[src/rtl/taxi_eth_phy_10g_link_ctrl_pkg.sv]
// Shared types for the 10G BASE-R link bring-up controller.
package taxi_eth_phy_10g_link_ctrl_pkg;

    typedef enum logic [2:0] {
        ST_DISABLED    = 3'd0,
        ST_RESET       = 3'd1,
        ST_WAIT_LOCK   = 3'd2,
        ST_WAIT_STABLE = 3'd3,
        ST_UP          = 3'd4,
        ST_PRBS        = 3'd5
    } link_state_e;

    function automatic int unsigned max3(input int unsigned a, input int unsigned b,
                                         input int unsigned c);
        int unsigned m;
        m = (a > b) ? a : b;
        return (m > c) ? m : c;
    endfunction

endpackage

[src/rtl/taxi_eth_phy_10g_link_ctrl.sv]
// 10G BASE-R link controller: SERDES RX reset sequencing, lock qualification,
// link supervision, PRBS31 test mode and saturating link statistics.
module taxi_eth_phy_10g_link_ctrl
    import taxi_eth_phy_10g_link_ctrl_pkg::*;
#(
    parameter int unsigned RESET_CYCLES  = 64,
    parameter int unsigned LOCK_TIMEOUT  = 100000,
    parameter int unsigned STABLE_CYCLES = 1024,
    parameter int unsigned ERR_CNT_W     = 32
) (
    input  logic                 clk,
    input  logic                 rst,
    input  logic                 cfg_link_enable,
    input  logic                 cfg_prbs31_enable,
    input  logic                 stat_clear,
    input  logic                 serdes_rx_reset_req,
    input  logic                 rx_block_lock,
    input  logic                 rx_high_ber,
    input  logic                 rx_status,
    input  logic [6:0]           rx_error_count,
    output logic                 serdes_rx_reset,
    output logic                 cfg_tx_prbs31_enable,
    output logic                 cfg_rx_prbs31_enable,
    output logic                 link_up,
    output logic [2:0]           link_state,
    output logic [15:0]          stat_link_down_count,
    output logic [ERR_CNT_W-1:0] stat_prbs_err_count
);

    localparam int unsigned TMAX = max3(RESET_CYCLES, LOCK_TIMEOUT, STABLE_CYCLES);
    localparam int unsigned TW   = (TMAX > 1) ? $clog2(TMAX) : 1;

    localparam logic [TW-1:0] T_RESET  = TW'(RESET_CYCLES - 1);
    localparam logic [TW-1:0] T_LOCK   = TW'(LOCK_TIMEOUT - 1);
    localparam logic [TW-1:0] T_STABLE = TW'(STABLE_CYCLES - 1);

    link_state_e          state_q, state_d;
    logic [TW-1:0]        timer_q, timer_d;
    logic [15:0]          down_cnt_q, down_cnt_d;
    logic [ERR_CNT_W-1:0] err_cnt_q, err_cnt_d;
    logic [ERR_CNT_W:0]   err_sum;
    logic                 timer_zero;
    logic                 reset_req_ok;

    assign timer_zero   = (timer_q == '0);
    assign reset_req_ok = serdes_rx_reset_req &&
                          (state_q inside {ST_WAIT_LOCK, ST_WAIT_STABLE, ST_UP, ST_PRBS});

    always_comb begin
        state_d = state_q;
        timer_d = timer_q;
        if (!cfg_link_enable) begin
            state_d = ST_DISABLED;
            timer_d = '0;
        end else if (reset_req_ok) begin
            state_d = ST_RESET;
            timer_d = T_RESET;
        end else begin
            case (state_q)
                ST_DISABLED: begin
                    state_d = ST_RESET;
                    timer_d = T_RESET;
                end
                ST_RESET: begin
                    if (timer_zero) begin
                        state_d = ST_WAIT_LOCK;
                        timer_d = T_LOCK;
                    end else begin
                        timer_d = timer_q - TW'(1);
                    end
                end
                ST_WAIT_LOCK: begin
                    if (rx_block_lock && !rx_high_ber) begin
                        state_d = ST_WAIT_STABLE;
                        timer_d = T_STABLE;
                    end else if (timer_zero) begin
                        state_d = ST_RESET;
                        timer_d = T_RESET;
                    end else begin
                        timer_d = timer_q - TW'(1);
                    end
                end
                ST_WAIT_STABLE: begin
                    if (!rx_block_lock || rx_high_ber) begin
                        state_d = ST_WAIT_LOCK;
                        timer_d = T_LOCK;
                    end else if (timer_zero) begin
                        // Lock qualified; without rx_status and PRBS we park at timer 0.
                        if (cfg_prbs31_enable) begin
                            state_d = ST_PRBS;
                        end else if (rx_status) begin
                            state_d = ST_UP;
                        end
                    end else begin
                        timer_d = timer_q - TW'(1);
                    end
                end
                ST_UP: begin
                    if (!rx_block_lock || !rx_status) begin
                        state_d = ST_WAIT_LOCK;
                        timer_d = T_LOCK;
                    end else if (cfg_prbs31_enable) begin
                        state_d = ST_RESET;
                        timer_d = T_RESET;
                    end
                end
                ST_PRBS: begin
                    if (!cfg_prbs31_enable) begin
                        state_d = ST_RESET;
                        timer_d = T_RESET;
                    end
                end
                default: begin
                    state_d = ST_DISABLED;
                    timer_d = '0;
                end
            endcase
        end
    end

    // Saturating statistics; a clear in the same cycle discards any increment.
    assign err_sum = {1'b0, err_cnt_q} + (ERR_CNT_W + 1)'(rx_error_count);

    always_comb begin
        down_cnt_d = down_cnt_q;
        err_cnt_d  = err_cnt_q;
        if (stat_clear) begin
            down_cnt_d = '0;
            err_cnt_d  = '0;
        end else begin
            if (state_q == ST_UP && state_d != ST_UP && state_d != ST_DISABLED &&
                down_cnt_q != '1) begin
                down_cnt_d = down_cnt_q + 16'd1;
            end
            if (state_q == ST_PRBS) begin
                err_cnt_d = err_sum[ERR_CNT_W] ? '1 : err_sum[ERR_CNT_W-1:0];
            end
        end
    end

    always_ff @(posedge clk) begin
        if (rst) begin
            state_q    <= ST_DISABLED;
            timer_q    <= '0;
            down_cnt_q <= '0;
            err_cnt_q  <= '0;
        end else begin
            state_q    <= state_d;
            timer_q    <= timer_d;
            down_cnt_q <= down_cnt_d;
            err_cnt_q  <= err_cnt_d;
        end
    end

    assign serdes_rx_reset      = (state_q == ST_RESET);
    assign link_up              = (state_q == ST_UP);
    assign cfg_rx_prbs31_enable = (state_q == ST_PRBS);
    assign cfg_tx_prbs31_enable = (state_q == ST_PRBS) ||
                                  (state_q == ST_WAIT_STABLE && cfg_prbs31_enable);
    assign link_state           = state_q;
    assign stat_link_down_count = down_cnt_q;
    assign stat_prbs_err_count  = err_cnt_q;

endmodule

[config.mk]
export PLATFORM = sky130hd
export DESIGN_NAME = taxi_eth_phy_10g_link_ctrl
export DESIGN_NICKNAME = d
export VERILOG_FILES = /design/src/rtl/taxi_eth_phy_10g_link_ctrl_pkg.sv /design/src/rtl/taxi_eth_phy_10g_link_ctrl.sv
export SDC_FILE = /design/constraint.sdc
export NUM_CORES = 1
export LEC_CHECK = 0
export CAP_MARGIN = 0
export CORE_ASPECT_RATIO = 1.1
export CORE_MARGIN = 2
export CORE_UTILIZATION = 55
export CTS_CLUSTER_DIAMETER = 100
export CTS_CLUSTER_SIZE = 16
export DETAILED_ROUTE_END_ITERATION = 12
export PLACE_DENSITY = 0.84
export SYNTH_ARGS = -nofsm -noshare
export SYNTH_HDL_FRONTEND = slang
export SYNTH_SLANG_ARGS = --single-unit
[constraint.sdc]
create_clock -name clk -period 5 [get_ports clk]
set_input_delay 0.5 -clock clk [delete_from_list [all_inputs] [get_ports clk]]
set_output_delay 0.5 -clock clk [all_outputs]
set_load 0.005 [all_outputs]
Yosys cells after proc, flatten, opt, wreduce, memory -nomap -nowiden:

Index checks and enable logic that the tools add are counted.

* reduce and logical (&&, ||, !) cells: 21
* multiplexer cells: 24
* bitwise operators: 1
* add/subtract/negate cells: 3
* equal/unequal tests: 13

Operator list (number)
* $mux 17: 8
* $pmux 17 s6: 1
* $mux 3: 12
* $add 32x7->33: 1
* $mux 32: 1
* $pmux 3 s6: 1
* $logic_not 17->1: 1
* $sub 17x1->17 const B: 1
* $add 16x1->16 const B: 1
* $ne 16x16->1 const B: 1
* $ne 3x2->1 const B: 3
* $eq 3x2->1 const B: 2
* $eq 3x3->1 const B: 2
* $logic_and 1x1->1: 6
* $mux 6: 1
* $reduce_and 3->1: 2
* $ne 4x2->1 const B: 1
* $ne 4x3->1 const B: 1
* $reduce_bool 4->1: 1
* $reduce_or 2->1: 2
* $eq 3x1->1 const B: 1
* $logic_not 1->1: 3
* $logic_not 3->1: 1
* $logic_or 1x1->1: 3
* 5 further kinds: 5

* word-level logic and storage cells: 67
* input bits: 16
* output and inout port bits: 55
* register bits after elaboration: 68

Logic depth before layout (Yosys ltp):

* word-level depth: 11
* depth in mapped cells: 10
* depth with buffers taken out: 10

Worst setup path after synthesis:

Ideal clock, no wire load.

* path type: register to register
* start: register timer_q[0]
* end: register timer_q[6]
* period minus slack after synthesis: 2.458 ns
* setup slack: 2.542 ns
* library setup time: 0.124 ns
* buffers on the path: 1
* required time: 4.876 ns
* data arrival time: 2.334 ns
* stages on the path, launching flop included: 11
* cells stage by stage: dfxtp_1 inv_1 ha_1 or4b_1 nor3_4 nand2_2 o31ai_4 buf_6 nor2_1 a222oi_1 nor2_1

* word-level cells in the longest chain between the ends: 4
* elaborated cells between the ends (all ways): 10
* classes of those cells: add/sub: 1; eq/ne: 1; mux: 6; reduce/logical: 2

RTL lines
* start: declaration: RTL line taxi_eth_phy_10g_link_ctrl.sv:38 `logic [TW-1:0] timer_q, timer_d;`
* start signal: assignment: RTL line taxi_eth_phy_10g_link_ctrl.sv:149 `timer_q <= timer_d;`
* $sub 17x1->17 or $logic_not 17->1 (tied branches)
* $mux 17, on equally long branches: RTL line taxi_eth_phy_10g_link_ctrl.sv:87, taxi_eth_phy_10g_link_ctrl.sv:76
* $mux 17, on equally long branches: RTL line taxi_eth_phy_10g_link_ctrl.sv:84, taxi_eth_phy_10g_link_ctrl.sv:73
* $pmux 17 s6: RTL line taxi_eth_phy_10g_link_ctrl.sv:59 `case (state_q)`

Parallel ways exist; a longest one is shown, timed or not. The select of a mux whose other input is x is not followed.
A chain may end at the register's enable or synchronous reset.

Worst setup path after layout:

* start: register state_q[2] (netlist: link_state[2])
* end: register err_cnt_q[22] (netlist: stat_prbs_err_count[22])

* word-level cells in the longest chain between the ends: 1

RTL lines
* start: declaration: RTL line taxi_eth_phy_10g_link_ctrl.sv:37 `link_state_e state_q, state_d;`
* start signal: assignment: RTL line taxi_eth_phy_10g_link_ctrl.sv:148 `state_q <= state_d;`
* $eq 3x3->1: RTL line taxi_eth_phy_10g_link_ctrl.sv:135 `if (state_q == ST_PRBS) begin`
* end signal: assignment: RTL line taxi_eth_phy_10g_link_ctrl.sv:151 `err_cnt_q <= err_cnt_d;`
* end: declaration: RTL line taxi_eth_phy_10g_link_ctrl.sv:40 `logic [ERR_CNT_W-1:0] err_cnt_q, err_cnt_d;`

Every way passes these cells.

==> run metrics <==
ranking of synthesized cells by area=dfxtp_1 (33%), a21oi_1 (6.9%), nand2_1 (4.2%); post_cts resized=0; clock root buffer=clkbuf_8; outcome=finished, final reports clean; number of synthesized flops with an enable pin=0; Worst Min Path Start=timer_q[10]; CTS tree=yes; WHS=0.484 ns; Overall Global Routing Usage=27.5%; Final ANT Viol Nets=0; Synth Cell Area=4160 um2; Crit Reg-Reg Startpoint=link_state[2]; Final setup violation count=0; initial antenna violation count=0; sequential share of the synthesized area=32.7%; largest family of logic cells by synthesized area=simple AND/OR/NAND/NOR gates; #FFs+latches synth=68; post-synthesis xor/xnor area fraction=4.63%; top cell type's share of synthesized area=32.7%; initial core utilization=56.3%; CP endpoint kind=register; crit share post-route=64.8%; largest net degree at the start of global routing=38; Synth Area in Compound Gates=24.4%; worst hold path class=register to register; asr flop ratio synth=0%; fraction of layout cells with a size suffix above 1=6.31%; minimum clock period=3.24 ns; hold depth=2; Port Buffer Count=70; biggest area consumer among synthesized cells=dfxtp_1; Inserted Clock Buffers=9; fmax=309 MHz; Post-route DRC=0; cts hold-fix bufs=0; worst-skew pair later-pin latency=0.35 ns; Synth-to-Final Area Change=23.2%; startpoint types=register; Final Max Slew Viols=0; die area=8280 um2; Antenna Cells=0; clock-pin slew on the worst setup and hold paths=0.08 ns; Post-CTS Setup Inserts=0; Synth Instances=522; Design Area, Final=5120 um2; io pins=71; Rel. slew slack=42.0%; skew final=0.0160 ns; Leak Pwr=1.75 nW; Die X=86.9 um; DP Cell Count=657; Hold EP=timer_q[10]; critical path type=register to register; Setup WS post-layout=1.76 ns; gr busiest metal=met2; Die Ht=95.2 um; PD cells=243 nW/um2; CP required=5.28 ns; Avg Vias per Cell=6.39; drt total wl=11300 um; H-tree levels=3; DPL Wire Length=8100 um; Max clock buf depth=2; max-cap check violation count=0; Layout Nets=607; Core Region=7390 um2; GPL Wtd Cong=0.921; vias in the first global route=3977; warnings from Yosys=0; Setup TNS Final=0 ns; first drt pass iteration count=5; pre-CTS setup slack=1.63 ns; setup slack, reg-to-reg=1.76 ns; Synth cell types=70; Synth Area in Simple Gates=30.6%; wire length per cell=16.8 um; clock sinks=68; syn nets=548; dpl cell area=4880 um2; Worst Reg-to-Reg Cells=6; critical path arrival=3.52 ns; Worst-Margin Slew=0.866 ns; Peak VDD IR=0.139 mV; filler instances=584; num rows=33; crit-path max FO=21; Hold Vio Cnt, Final=0; Post-Synth Adder-Cell Area=3.19%; fin cells=673; Synth Area per Inst=7.97 um2; global-route wire length before repair=18300 um; met3 usage=4.59%; grt met1 use=33.5%; post-synthesis mux area share=0.722%; Congestion Overflow GR=0; RSZ-0062 raised after global routing=no; DRT iter0 DRCs=239; total number of vias=4299; met2 Usage GRT=46.6%; reg2reg end=stat_prbs_err_count[22]; top_reg_cell synth=dfxtp_1
## power breakdown
group	internal (W)	switching [W]	leakage (nW)
registers	0.000546	0.00000652	0.549
logic	0.0000521	0.0000813	1.07
clock network	0.000345	0.000215	0.122
total	0.000943	0.000303	1.75
## per-stage QoR
stage,power (W),util [%]
6_report,0.00125,69.3
5_1_grt,0.00129,69.3
4_1_cts,0.00125,69.3
3_5_place_dp,0.000696,66.0
3_3_place_gp,0.000692,66.0
2_1_floorplan,0.000657,-
## cell usage after synthesis (5+ instances only)
cell,instances
a21oi_1,57
a311oi_1,5
a31oi_1,6
and2_1,8
and3_1,15
and4_1,7
clkbuf_1,15
dfxtp_1,68
ha_1,9
inv_1,12
nand2_1,47
nand2b_1,7
nand3_1,13
nand4_1,17
nor2_1,47
nor2b_1,10
nor3_1,19
nor4_1,5
o211ai_1,5
o21a_1,7
o21ai_0,25
o221a_2,5
or3_1,17
xnor2_1,10
xor2_1,12
## how the worst max path moves through the flow
stage,from,cells past startpoint,to
finish,link_state[2],6,stat_prbs_err_count[22]
global route,link_state[2],6,stat_prbs_err_count[29]
CTS,link_state[2],6,stat_prbs_err_count[22]
detailed placement,rx_error_count[0],11,stat_prbs_err_count[20]
global placement,rx_error_count[0],10,stat_prbs_err_count[22]
floorplan,timer_q[0],10,timer_q[6]
## cell type report
cell class	instances	area (um2)	area share (%)
clock buffers	10	138	2.69
flip-flops and latches	68	1360	26.6
clock inverters	6	111	2.17
inverters	12	45.0	0.879
well taps	87	109	2.12
multi-input cells	418	2650	51.6
repair buffers	72	716	14.0
## worst max-delay path, stage by stage (launching register included)
cell	delay, ns
dfxtp_1	0.81
and3b_1	0.73
and4_1	0.37
o211a_1	0.27
nand2_1	0.45
and4_1	0.40
nor3_1	0.15
## kinds of logic after synthesis
logic type	Yosys count
AND/OR/NAND/NOR	232
flip-flops	68
buffers and inverters	36
multiplexers	3
XOR/XNOR	22
AO/OA/AOI/OAI	151
adder cells (fa/ha/maj)	10
## placed cells by master (no fill, tap or decap), types with 6 or more instances in the layout
cell type / synthesis / routed
xor2_1: 12 / 12
nor3_1: 19 / 19
nor2_1: 47 / 47
nand2_1: 47 / 47
ha_1: 9 / 9
clkbuf_8: 0 / 10
inv_1: 12 / 12
nand2b_1: 7 / 7
a31oi_1: 6 / 6
nand4_1: 17 / 17
or3_1: 17 / 17
and2_1: 8 / 8
and3_1: 15 / 15
and4_1: 7 / 7
xnor2_1: 10 / 10
a21oi_1: 57 / 57
clkdlybuf4s50_1: 0 / 70
o21ai_0: 25 / 25
dfxtp_1: 68 / 68
o21a_1: 7 / 7
nand3_1: 13 / 13
nor2b_1: 10 / 10
## flip-flops by register name (all words and copies together), names as in the netlist
register and count:
stat_prbs_err_count 32, link_state 3, stat_link_down_count 16, timer_q 17
## per-layer routing
| layer | vias to the layer above | wire (um) | part of all wire, % |
|---|---|---|---|
| met1 | 2026 | 4910 | 43 |
| met3 | 25 | 645 | 5.7 |
| met2 | 170 | 5530 | 49 |
| li1 | 2078 | - | - |
| met5 | - | 0 | 0 |
| met4 | 0 | 250 | 2.2 |
Power figures use the tool's default switching activity.
